$ cat src/rtl/decode_stage.sv
// Dual-slot RISC-V field decoder between fetch and rename; both slots decode
// independently into one registered bundle with 1-cycle latency and no stall.
module decode_stage (
  input  logic        clk,
  input  logic        rst_n,
  input  logic [6:0]  PC1_di,
  input  logic [6:0]  PC2_di,
  input  logic [31:0] c_di,
  input  logic        en_flag_di,
  input  logic [31:0] instr_1,
  input  logic [31:0] instr_2,
  output logic [6:0]  opcode_do_1,
  output logic [6:0]  opcode_do_2,
  output logic [2:0]  func3_do_1,
  output logic [2:0]  func3_do_2,
  output logic [6:0]  func7_do_1,
  output logic [6:0]  func7_do_2,
  output logic [4:0]  rs1_do_1,
  output logic [4:0]  rs1_do_2,
  output logic [4:0]  rs2_do_1,
  output logic [4:0]  rs2_do_2,
  output logic [4:0]  rd_do_1,
  output logic [4:0]  rd_do_2,
  output logic [31:0] instr_do_1,
  output logic [31:0] instr_do_2,
  output logic        en_flag_do,
  output logic [31:0] c_do,
  output logic [6:0]  PC1_do,
  output logic [6:0]  PC2_do
);

  localparam logic [6:0] OP_R     = 7'b0110011;
  localparam logic [6:0] OP_I     = 7'b0010011;
  localparam logic [6:0] OP_LOAD  = 7'b0000011;
  localparam logic [6:0] OP_STORE = 7'b0100011;
  localparam logic [6:0] OP_LUI   = 7'b0110111;

  typedef struct packed {
    logic [6:0]  opcode;
    logic [2:0]  func3;
    logic [6:0]  func7;
    logic [4:0]  rs1;
    logic [4:0]  rs2;
    logic [4:0]  rd;
    logic [31:0] instr;
  } slot_t;

  // Unsupported opcodes and disabled bundles collapse to an all-zero bubble.
  function automatic slot_t decode(input logic [31:0] w, input logic en);
    slot_t d;
    d = '0;
    if (en) begin
      case (w[6:0])
        OP_R: begin
          d.rd = w[11:7]; d.func3 = w[14:12]; d.rs1 = w[19:15];
          d.rs2 = w[24:20]; d.func7 = w[31:25];
        end
        OP_I: begin
          d.rd = w[11:7]; d.func3 = w[14:12]; d.rs1 = w[19:15];
          if (w[14:12] == 3'b001 || w[14:12] == 3'b101) d.func7 = w[31:25];
        end
        OP_LOAD: begin
          d.rd = w[11:7]; d.func3 = w[14:12]; d.rs1 = w[19:15];
        end
        OP_STORE: begin
          d.func3 = w[14:12]; d.rs1 = w[19:15]; d.rs2 = w[24:20];
        end
        OP_LUI: d.rd = w[11:7];
        default: d = '0;
      endcase
      if (w[6:0] inside {OP_R, OP_I, OP_LOAD, OP_STORE, OP_LUI}) begin
        d.opcode = w[6:0];
        d.instr  = w;
      end
    end
    return d;
  endfunction

  slot_t slot1_c, slot2_c;
  slot_t slot1_q, slot2_q;
  logic        en_q;
  logic [31:0] c_q;
  logic [6:0]  pc1_q, pc2_q;

  always_comb begin
    slot1_c = decode(instr_1, en_flag_di);
    slot2_c = decode(instr_2, en_flag_di);
  end

  always_ff @(posedge clk or negedge rst_n) begin
    if (!rst_n) begin
      slot1_q <= '0;
      slot2_q <= '0;
      en_q    <= 1'b0;
      c_q     <= '0;
      pc1_q   <= '0;
      pc2_q   <= '0;
    end else begin
      slot1_q <= slot1_c;
      slot2_q <= slot2_c;
      en_q    <= en_flag_di;
      c_q     <= c_di;
      pc1_q   <= PC1_di;
      pc2_q   <= PC2_di;
    end
  end

  assign opcode_do_1 = slot1_q.opcode;
  assign func3_do_1  = slot1_q.func3;
  assign func7_do_1  = slot1_q.func7;
  assign rs1_do_1    = slot1_q.rs1;
  assign rs2_do_1    = slot1_q.rs2;
  assign rd_do_1     = slot1_q.rd;
  assign instr_do_1  = slot1_q.instr;
  assign opcode_do_2 = slot2_q.opcode;
  assign func3_do_2  = slot2_q.func3;
  assign func7_do_2  = slot2_q.func7;
  assign rs1_do_2    = slot2_q.rs1;
  assign rs2_do_2    = slot2_q.rs2;
  assign rd_do_2     = slot2_q.rd;
  assign instr_do_2  = slot2_q.instr;
  assign en_flag_do  = en_q;
  assign c_do        = c_q;
  assign PC1_do      = pc1_q;
  assign PC2_do      = pc2_q;

endmodule

$ cat config.mk
export PLATFORM = sky130hd
export DESIGN_NAME = decode_stage
export DESIGN_NICKNAME = d
export VERILOG_FILES = /design/src/rtl/decode_stage.sv
export SDC_FILE = /design/constraint.sdc
export NUM_CORES = 1
export LEC_CHECK = 0
export ABC_AREA = 1
export BUFFER_PORTS_ARGS = -buffer_cell sky130_fd_sc_hd__buf_2
export CAP_MARGIN = 5
export CORE_AREA = 2 2 116 118
export CTS_BUF_LIST = sky130_fd_sc_hd__clkbuf_2
export DETAILED_ROUTE_END_ITERATION = 8
export DIE_AREA = 0 0 118 120
export PLACE_DENSITY = 0.74
export SETUP_SLACK_MARGIN = 0.15
export SYNTH_ARGS = -nofsm -noshare
export SYNTH_HDL_FRONTEND = slang
export SYNTH_SLANG_ARGS = --single-unit
$ cat constraint.sdc
create_clock -name clk -period 0.8 [get_ports clk]
set_clock_uncertainty 0.15 [all_clocks]
set_input_delay 0.08 -clock clk [delete_from_list [all_inputs] [get_ports clk]]
set_output_delay 0.08 -clock clk [all_outputs]
set_load 0.03 [all_outputs]
## Yosys cells after proc, flatten, opt, wreduce, memory -nomap -nowiden

Index checks and enable logic that the tools add are counted.

| word-level totals | value |
|---|---|
| flip-flop bits (word level) | 175 |
| output and inout port bits | 175 |
| logic and storage cells | 60 |

| cells by class | value |
|---|---|
| eq/ne operators | 14 |
| muxes and demuxes | 18 |
| reductions and logical operators | 10 |

Operators by type and width:

| cell | count |
|---|---|
| 64-bit two-way mux | 2 |
| 32-bit two-way mux | 2 |
| 7-bit by 6-bit == test with 1-bit output, second input constant | 6 |
| 5-bit two-way mux | 6 |
| 7-bit two-way mux | 4 |
| 7-bit case mux with 2 select lines | 2 |
| 4-bit OR reduction | 4 |
| 7-bit by 2-bit == test with 1-bit output, second input constant | 2 |
| 7-bit by 5-bit == test with 1-bit output, second input constant | 2 |
| 5-bit nonzero test | 2 |
| 3-bit by 1-bit == test with 1-bit output, second input constant | 2 |
| 3-bit == test, second input constant | 2 |
| 3-bit two-way mux | 2 |
| 2-bit OR reduction | 2 |
| 1-bit logical OR | 2 |

## Longest topological paths before layout

Gate-level depths: netlist of the first run.

| logic depth | value |
|---|---|
| depth in word-level cells | 5 |
| gate-level depth with buffers | 9 |
| gate-level depth less buffers | 7 |

## Least setup slack after synthesis of the first run

Ideal clock, no wire load.

| timing | value |
|---|---|
| path kind | input-to-reg |
| start point | in instr_1[3] |
| end point | reg slot1_q, in the netlist instr_do_1[4] |
| data arrival time | 0.765 ns |
| setup slack | -0.182 ns |
| cell stages on the path | 9 |
| path buffers | 2 |
| cell sequence | inv_1 -> nand2_1 -> nor2_2 -> nand2_2 -> nand2_2 -> nand2_2 -> buf_6 -> buf_12 -> nor2_4 |

RTL lines:

| element | RTL line | text |
|---|---|---|
| start, declared | 10 | `input logic [31:0] instr_1,` |
| end signal, assigned | 99 | `slot1_q <= slot1_c;` |
| end, declared | 80 | `slot_t slot1_q, slot2_q;` |

## Worst setup path after layout of the first run

| timing | value |
|---|---|
| start point | reg slot1_q, in the netlist instr_do_1[1] |
| end point | out instr_do_1[1] |

RTL lines:

| element | RTL line | text |
|---|---|---|
| end, declared | 24 | `output logic [31:0] instr_do_1,` |

No word-level cell between the ends.

==> results of run 1 <==
[final cells by class]
class,instances,area [µm²],share of cell area
diodes,3,7.507,0.0007663
inverters,76,302.8,0.03091
well taps,176,220.2,0.02248
clock buffers,20,100.1,0.01022
multi-input cells,164,829.5,0.08467
clock inverters,11,115.1,0.01175
repair buffers,429,3993,0.4075
flip-flops and latches,161,4229,0.4317
[cells in the final DEF (no fill, tap or decap)]
cell type and instances:
buf_6 177, dfrtp_2 160, buf_2 110, dlygate4sd3_1 105
nor2_1 96, inv_1 67, nand2_1 29, buf_4 26
clkbuf_2 20, nor2_4 11, buf_12 9, inv_2 7
nand2_2 5, nand2_4 4, nor2_2 4, nand3_2 4
clkinv_2 4, conb_1 4, diode_2 3, clkinvlp_4 3
inv_6 2, nand3_4 2, bufinv_16 2, o21ai_2 1
nand2_8 1, inv_12 1, o21ai_1 1, nand4_1 1
nand3_1 1, clkinv_1 1, clkbuf_4 1, dfrtp_1 1
buf_8 1
[final timing paths]
path,startpoint,endpoint,slack [ns],cells after the start
max in group asynchronous,rst_n,c_do[28],-0.47,6
worst min-delay path,instr_2[6],instr_do_2[2],-0.43,5
min in group asynchronous,rst_n,func7_do_1[6],-0.22,3
worst max-delay path,instr_do_1[1],instr_do_1[1],-0.79,1
[metrics by stage]
stage | power (µW) | std cells | hold slack, ns | utilization
after floorplan | 9197 | 423 | -0.3656 | -
after global placement | 9953 | 898 | -0.1853 | 0.5651
after detailed placement | 9991 | 898 | -0.1796 | 0.5651
after CTS | 14850 | 1041 | -0.7312 | 0.7510
after global routing | 15490 | 1039 | -0.4876 | 0.7546
final | 14910 | 1040 | -0.4252 | 0.7548
[flip-flops by register name, indices dropped and copies added (netlist names), 7 cells and up]
| signal | flops |
|---|---|
| func7_do_2 | 7 |
| instr_do_2 | 32 |
| PC1_do | 7 |
| func7_do_1 | 7 |
| PC2_do | 7 |
| instr_do_1 | 32 |
| c_do | 32 |
[cell families after synthesis]
| logic type | share of synthesized area |
|---|---|
| flops | 0.7740 |
| simple gates | 0.1310 |
| buf+inv | 0.09231 |
| compound gates | 0.001923 |
| other cells | 0.0007205 |
[power groups by stage]
| stage | Sequential (µW) | Combinational [µW] | Clock, µW |
|---|---|---|---|
| after global routing | 8460 | 2340 | 4680 |
| after detailed placement | 8530 | 1460 | 0 |
| after CTS | 8430 | 2130 | 4290 |
| after global placement | 8520 | 1440 | 0 |
| after floorplan | 8890 | 311 | 0 |
| final | 8440 | 2200 | 4260 |
[metal layers]
metal / share of wire / wire length [µm] / up-vias / global-route usage
met5: 0 / 0 / - / 0
met4: 0.031 / 572 / 0 / 0.1077
met3: 0.066 / 1235 / 46 / 0.07795
met2: 0.56 / 10440 / 218 / 0.5055
met1: 0.34 / 6351 / 2274 / 0.2672
li1: - / - / 2053 / -
[repair_timing]
action / in CTS / in global routing
resized for setup: 336 / 27
endpoints found under the setup margin: 175 / 320
hold buffers: 112 / 10
pin swaps: 0 / 5
endpoints found under the hold margin: 318 / 318
cloned: 0 / 0
==> flow_results.xml, run 1 <==
<?xml version="1.0" encoding="UTF-8"?>
<metrics>
  <group name="pwr">
    <metric name="irDropWorstVdd" unit="V">0.001210</metric>
    <metric name="comb_power_share" unit="">0.148</metric>
    <metric name="leakagePower" unit="µW">0.005045</metric>
    <metric name="power.share.sequential" unit="">0.566</metric>
    <metric name="net_switching_share_of_the_total_power" unit="">0.2721</metric>
    <metric name="switching_power" unit="µW">4056</metric>
    <metric name="internal_power" unit="µW">10850</metric>
    <metric name="powerDensity" unit="mW/mm²">1522</metric>
    <metric name="clock_power_share" unit="">0.286</metric>
  </group>
  <group name="detailed_routing">
    <metric name="viasPerCell" unit="">4.414</metric>
    <metric name="antenna_left" unit="">0</metric>
    <metric name="num_vias" unit="">4591</metric>
    <metric name="detailedRoute.firstIterationViolations" unit="">246</metric>
    <metric name="detail_route.wirelength" unit="µm">18600</metric>
    <metric name="routed_wire_length_per_instance" unit="µm">17.88</metric>
    <metric name="dr.pass1.iters" unit="">4</metric>
    <metric name="drt_drc_violations_left" unit="">0</metric>
  </group>
  <group name="clock_tree">
    <metric name="cts.repair_timing.setup_buffer_count" unit="">0</metric>
    <metric name="cts.path.max_buffers" unit="">2</metric>
    <metric name="clkTransAtPathRegs" unit="ns">0.23</metric>
    <metric name="cts_sinks" unit="">161</metric>
    <metric name="cts_tree" unit="">done</metric>
    <metric name="clock_tree.htree_level_count" unit="">4</metric>
    <metric name="clockRootBuffer" unit="">clkbuf_2</metric>
    <metric name="cts-buffers-inserted" unit="">17</metric>
  </group>
  <group name="floorplan">
    <metric name="core.rowCount" unit="">42</metric>
    <metric name="design.die.area" unit="mm²">0.01416</metric>
    <metric name="i_o_pin_count" unit="">288</metric>
    <metric name="coreArea" unit="mm²">0.01298</metric>
    <metric name="die_height" unit="µm">120</metric>
    <metric name="horizontal_extent_of_the_die" unit="µm">118</metric>
    <metric name="initial_core_utilization" unit="">0.4010</metric>
  </group>
  <group name="layout">
    <metric name="final_net_count" unit="">962</metric>
    <metric name="final_cell_area" unit="mm²">0.009797</metric>
    <metric name="drive_above_1_share" unit="">0.6446</metric>
    <metric name="layout-area-overhead-vs-synth" unit="%">88.22</metric>
    <metric name="num-fill-cells" unit="">736</metric>
  </group>
  <group name="flow_run">
    <metric name="maxCapViolations" unit="">0</metric>
  </group>
  <group name="grt">
    <metric name="grt_first_pass_wirelength" unit="µm">27930</metric>
    <metric name="grt_antenna_before_repair" unit="">2</metric>
    <metric name="aggregate_global_routing_overflow" unit="">0</metric>
    <metric name="grt_use_total" unit="">0.2644</metric>
    <metric name="first_global_vias" unit="">5152</metric>
    <metric name="grt_max_degree" unit="">34</metric>
  </group>
  <group name="place">
    <metric name="post-dp-hpwl" unit="µm">10150</metric>
    <metric name="detailedPlace.worstSlack" unit="ns">-0.3864</metric>
    <metric name="placedInstanceArea" unit="mm²">0.007335</metric>
    <metric name="place.port_buffers" unit="">287</metric>
    <metric name="finalWeightedCongestion" unit="">0.8114</metric>
  </group>
  <group name="sta">
    <metric name="drv_slew" unit="">0</metric>
    <metric name="rsz_0062_raised_after_global_routing" unit="">yes</metric>
    <metric name="post-route-worst-setup-slack" unit="ns">-0.7867</metric>
    <metric name="layout_worst_path_cycle_share" unit="">1.983</metric>
    <metric name="setup-tns-final" unit="ns">-141.78</metric>
    <metric name="timing.final.setup_violations" unit="">255</metric>
    <metric name="timing.final.hold_violations" unit="">172</metric>
    <metric name="fmax" unit="MHz">630.3</metric>
    <metric name="final.min_clock_period" unit="ns">1.587</metric>
    <metric name="hold_ws" unit="ns">-0.4252</metric>
  </group>
  <group name="synth">
    <metric name="synth_cell_types" unit="">17</metric>
    <metric name="ys_seq_area_frac" unit="">0.7740</metric>
    <metric name="synth_flop_cell" unit="">dfrtp_1</metric>
    <metric name="synth_top_area_frac" unit="">0.7740</metric>
    <metric name="ys_ff_latch" unit="">161</metric>
    <metric name="yosys_warnings" unit="">0</metric>
    <metric name="synthMostInstantiatedCell" unit="">dfrtp_1</metric>
    <metric name="synth_edf_count" unit="">0</metric>
    <metric name="syn_area" unit="mm²">0.005205</metric>
    <metric name="synth_top_cell_by_area" unit="">dfrtp_1</metric>
    <metric name="synth.avg_cell_area" unit="µm²">12.39</metric>
    <metric name="syn-instance-count" unit="">420</metric>
    <metric name="synthArstFlopShare" unit="">1.000</metric>
    <metric name="synth.area.top_cells" unit="">dfrtp_1 (77%), nor2_1 (7.3%), inv_1 (5.3%)</metric>
    <metric name="yosys-top-cells-count" unit="">dfrtp_1 (161), nor2_1 (101), inv_1 (74), nand2_1 (34), buf_4 (15)</metric>
  </group>
  <group name="setup_path">
    <metric name="worstSetupEndpointType" unit="">output port</metric>
    <metric name="critPathMaxFanout" unit="">2</metric>
    <metric name="worstPathArrival" unit="ns">1.36</metric>
    <metric name="crit_path_cell_trace" unit="">buf_6</metric>
    <metric name="cp-start-kind" unit="">register</metric>
    <metric name="cp_slowest_cell" unit="">dfrtp_2</metric>
    <metric name="critical_path.top_delay_family" unit="">flip-flops</metric>
    <metric name="critPathRequiredTime" unit="ns">0.57</metric>
    <metric name="worst-setup-path-type" unit="">register to output port</metric>
    <metric name="cpPeakStageDelay" unit="ns">0.49</metric>
    <metric name="cp_num_buf_inv" unit="">1</metric>
  </group>
  <group name="worst_hold_path">
    <metric name="holdCritPathClass" unit="">input port to register</metric>
  </group>
  <group name="run_status">
    <metric name="failed_checks" unit="">hold timing, setup timing</metric>
    <metric name="run_status" unit="">complete, but fails checks</metric>
  </group>
</metrics>
(Power assumes the default switching activity.)
==> run 2, diff against run 1 <==
--- a/config.mk
+++ b/config.mk
@@ -9,7 +9,7 @@
 export BUFFER_PORTS_ARGS = -buffer_cell sky130_fd_sc_hd__buf_2
 export CAP_MARGIN = 5
 export CORE_AREA = 2 2 116 118
-export CTS_BUF_LIST = sky130_fd_sc_hd__clkbuf_2
+export CTS_BUF_LIST = sky130_fd_sc_hd__clkbuf_4 sky130_fd_sc_hd__clkbuf_8
 export DETAILED_ROUTE_END_ITERATION = 8
 export DIE_AREA = 0 0 118 120
 export PLACE_DENSITY = 0.74
==> flow_results.xml, run 2 (synthesized netlist as in run 1, its figures left out) <==
<?xml version="1.0" encoding="UTF-8"?>
<metrics>
  <group name="detailed_routing">
    <metric name="antenna_left" unit="">0</metric>
    <metric name="dr.pass1.iters" unit="">4</metric>
    <metric name="detailedRoute.firstIterationViolations" unit="">232</metric>
    <metric name="drt_drc_violations_left" unit="">0</metric>
    <metric name="detail_route.wirelength" unit="µm">18620</metric>
    <metric name="routed_wire_length_per_instance" unit="µm">18.31</metric>
    <metric name="viasPerCell" unit="">4.413</metric>
    <metric name="num_vias" unit="">4488</metric>
  </group>
  <group name="sta">
    <metric name="post-route-worst-setup-slack" unit="ns">-0.4704</metric>
    <metric name="fmax" unit="MHz">787.1</metric>
    <metric name="timing.final.hold_violations" unit="">237</metric>
    <metric name="layout_worst_path_cycle_share" unit="">1.588</metric>
    <metric name="setup-tns-final" unit="ns">-73.16</metric>
    <metric name="drv_slew" unit="">0</metric>
    <metric name="rsz_0062_raised_after_global_routing" unit="">yes</metric>
    <metric name="timing.final.setup_violations" unit="">175</metric>
    <metric name="hold_ws" unit="ns">-0.6446</metric>
    <metric name="final.min_clock_period" unit="ns">1.270</metric>
  </group>
  <group name="setup_path">
    <metric name="cp-start-kind" unit="">register</metric>
    <metric name="worstSetupEndpointType" unit="">output port</metric>
    <metric name="critPathRequiredTime" unit="ns">0.57</metric>
    <metric name="worstPathArrival" unit="ns">1.04</metric>
    <metric name="cpPeakStageDelay" unit="ns">0.45</metric>
    <metric name="critPathMaxFanout" unit="">2</metric>
    <metric name="crit_path_cell_trace" unit="">buf_6</metric>
    <metric name="critical_path.top_delay_family" unit="">flip-flops</metric>
    <metric name="cp_slowest_cell" unit="">dfrtp_2</metric>
    <metric name="cp_num_buf_inv" unit="">1</metric>
    <metric name="worst-setup-path-type" unit="">register to output port</metric>
  </group>
  <group name="grt">
    <metric name="grt_antenna_before_repair" unit="">2</metric>
    <metric name="grt_use_total" unit="">0.2544</metric>
    <metric name="aggregate_global_routing_overflow" unit="">0</metric>
    <metric name="grt_first_pass_wirelength" unit="µm">26990</metric>
    <metric name="grt_max_degree" unit="">34</metric>
    <metric name="first_global_vias" unit="">4981</metric>
  </group>
  <group name="run_status">
    <metric name="failed_checks" unit="">hold timing, setup timing</metric>
    <metric name="run_status" unit="">complete, but fails checks</metric>
  </group>
  <group name="pwr">
    <metric name="leakagePower" unit="µW">0.005164</metric>
    <metric name="powerDensity" unit="mW/mm²">1651</metric>
    <metric name="irDropWorstVdd" unit="V">0.001250</metric>
  </group>
  <group name="place">
    <metric name="post-dp-hpwl" unit="µm">10150</metric>
    <metric name="detailedPlace.worstSlack" unit="ns">-0.3864</metric>
    <metric name="place.port_buffers" unit="">287</metric>
    <metric name="finalWeightedCongestion" unit="">0.8114</metric>
    <metric name="placed_cells" unit="">898</metric>
  </group>
  <group name="worst_hold_path">
    <metric name="holdCritPathClass" unit="">input port to async pin</metric>
  </group>
  <group name="clock_tree">
    <metric name="cts.repair_timing.setup_buffer_count" unit="">0</metric>
    <metric name="cts_tree" unit="">done</metric>
    <metric name="clockRootBuffer" unit="">clkbuf_8</metric>
    <metric name="clkTransAtPathRegs" unit="ns">0.08</metric>
    <metric name="cts.path.max_buffers" unit="">2</metric>
    <metric name="clock_tree.htree_level_count" unit="">4</metric>
    <metric name="cts_sinks" unit="">161</metric>
    <metric name="cts-buffers-inserted" unit="">17</metric>
  </group>
  <group name="layout">
    <metric name="layout-area-overhead-vs-synth" unit="%">91.95</metric>
    <metric name="layout.cells.most_common" unit="">buf_6</metric>
    <metric name="num-fill-cells" unit="">732</metric>
    <metric name="final_net_count" unit="">940</metric>
    <metric name="drive_above_1_share" unit="">0.7306</metric>
    <metric name="final-instance-count-excl-fill" unit="">1017</metric>
    <metric name="multi_input_comb_area" unit="µm²">993.5</metric>
    <metric name="layout_common_cells" unit="">buf_6 (176), dfrtp_2 (160), buf_2 (105), dlygate4sd3_1 (67), nor2_1 (66)</metric>
    <metric name="finalCoreUtilization" unit="">0.7697</metric>
    <metric name="seqCellArea" unit="mm²">0.004229</metric>
  </group>
  <group name="floorplan">
    <metric name="core.rowCount" unit="">42</metric>
    <metric name="initial_core_utilization" unit="">0.4010</metric>
    <metric name="i_o_pin_count" unit="">288</metric>
    <metric name="design.die.area" unit="mm²">0.01416</metric>
    <metric name="horizontal_extent_of_the_die" unit="µm">118</metric>
    <metric name="coreArea" unit="mm²">0.01298</metric>
    <metric name="die_height" unit="µm">120</metric>
  </group>
  <group name="flow_run">
    <metric name="maxCapViolations" unit="">0</metric>
  </group>
</metrics>
==> run 2: worst paths after layout <==
kind / from / to / slack [ns] / cells past startpoint
setup / recovery: instr_do_1[0] / opcode_do_1[0] / -0.47 / 1
max in group asynchronous: rst_n / rd_do_2[2] / 0.66 / 2
min in group clk: instr_1[8] / instr_do_1[8] / -0.28 / 3
hold / removal: rst_n / rs2_do_2[4] / -0.64 / 1
==> run 2: per-stage QoR <==
stage | cell area, µm² | power (µW)
after floorplan | 5612 | 9197
after global placement | 7335 | 9953
after detailed placement | 7335 | 9991
after CTS | 9681 | 16330
after global routing | 9988 | 17090
final | 9991 | 16490
==> run 2: cell type report <==
cell class / instances / share of cell area
sequential: 161 / 0.4233
timing repair buffer: 407 / 0.3862
multi-input combinational: 164 / 0.09944
inverter: 76 / 0.03031
clock buffer: 21 / 0.02705
tap: 176 / 0.02204
clock inverter: 10 / 0.01115
antenna: 2 / 0.0005009
==> run 2: repair_timing <==
action,4_1_cts,5_1_grt
pin swaps,1,16
resized for setup,352,97
gates cloned,1,3
setup endpoints to repair,203,264
endpoints found under the hold margin,314,238
hold buffers,84,2
==> run 2: layer usage <==
layer  GRT usage  wire length (µm)  vias to the layer above
met2      0.4778             10420                      217
met3     0.09268              1332                       29
li1            -                 -                     2008
met1      0.2581              6479                     2232
met5           0                13                        -
met4     0.09111               370                        2
==> run 2: power breakdown <==
part / internal (µW) / switching, µW
Combinational: 1040 / 1140
Clock: 2930 / 2960
Sequential: 8320 / 109
Total: 12300 / 4200
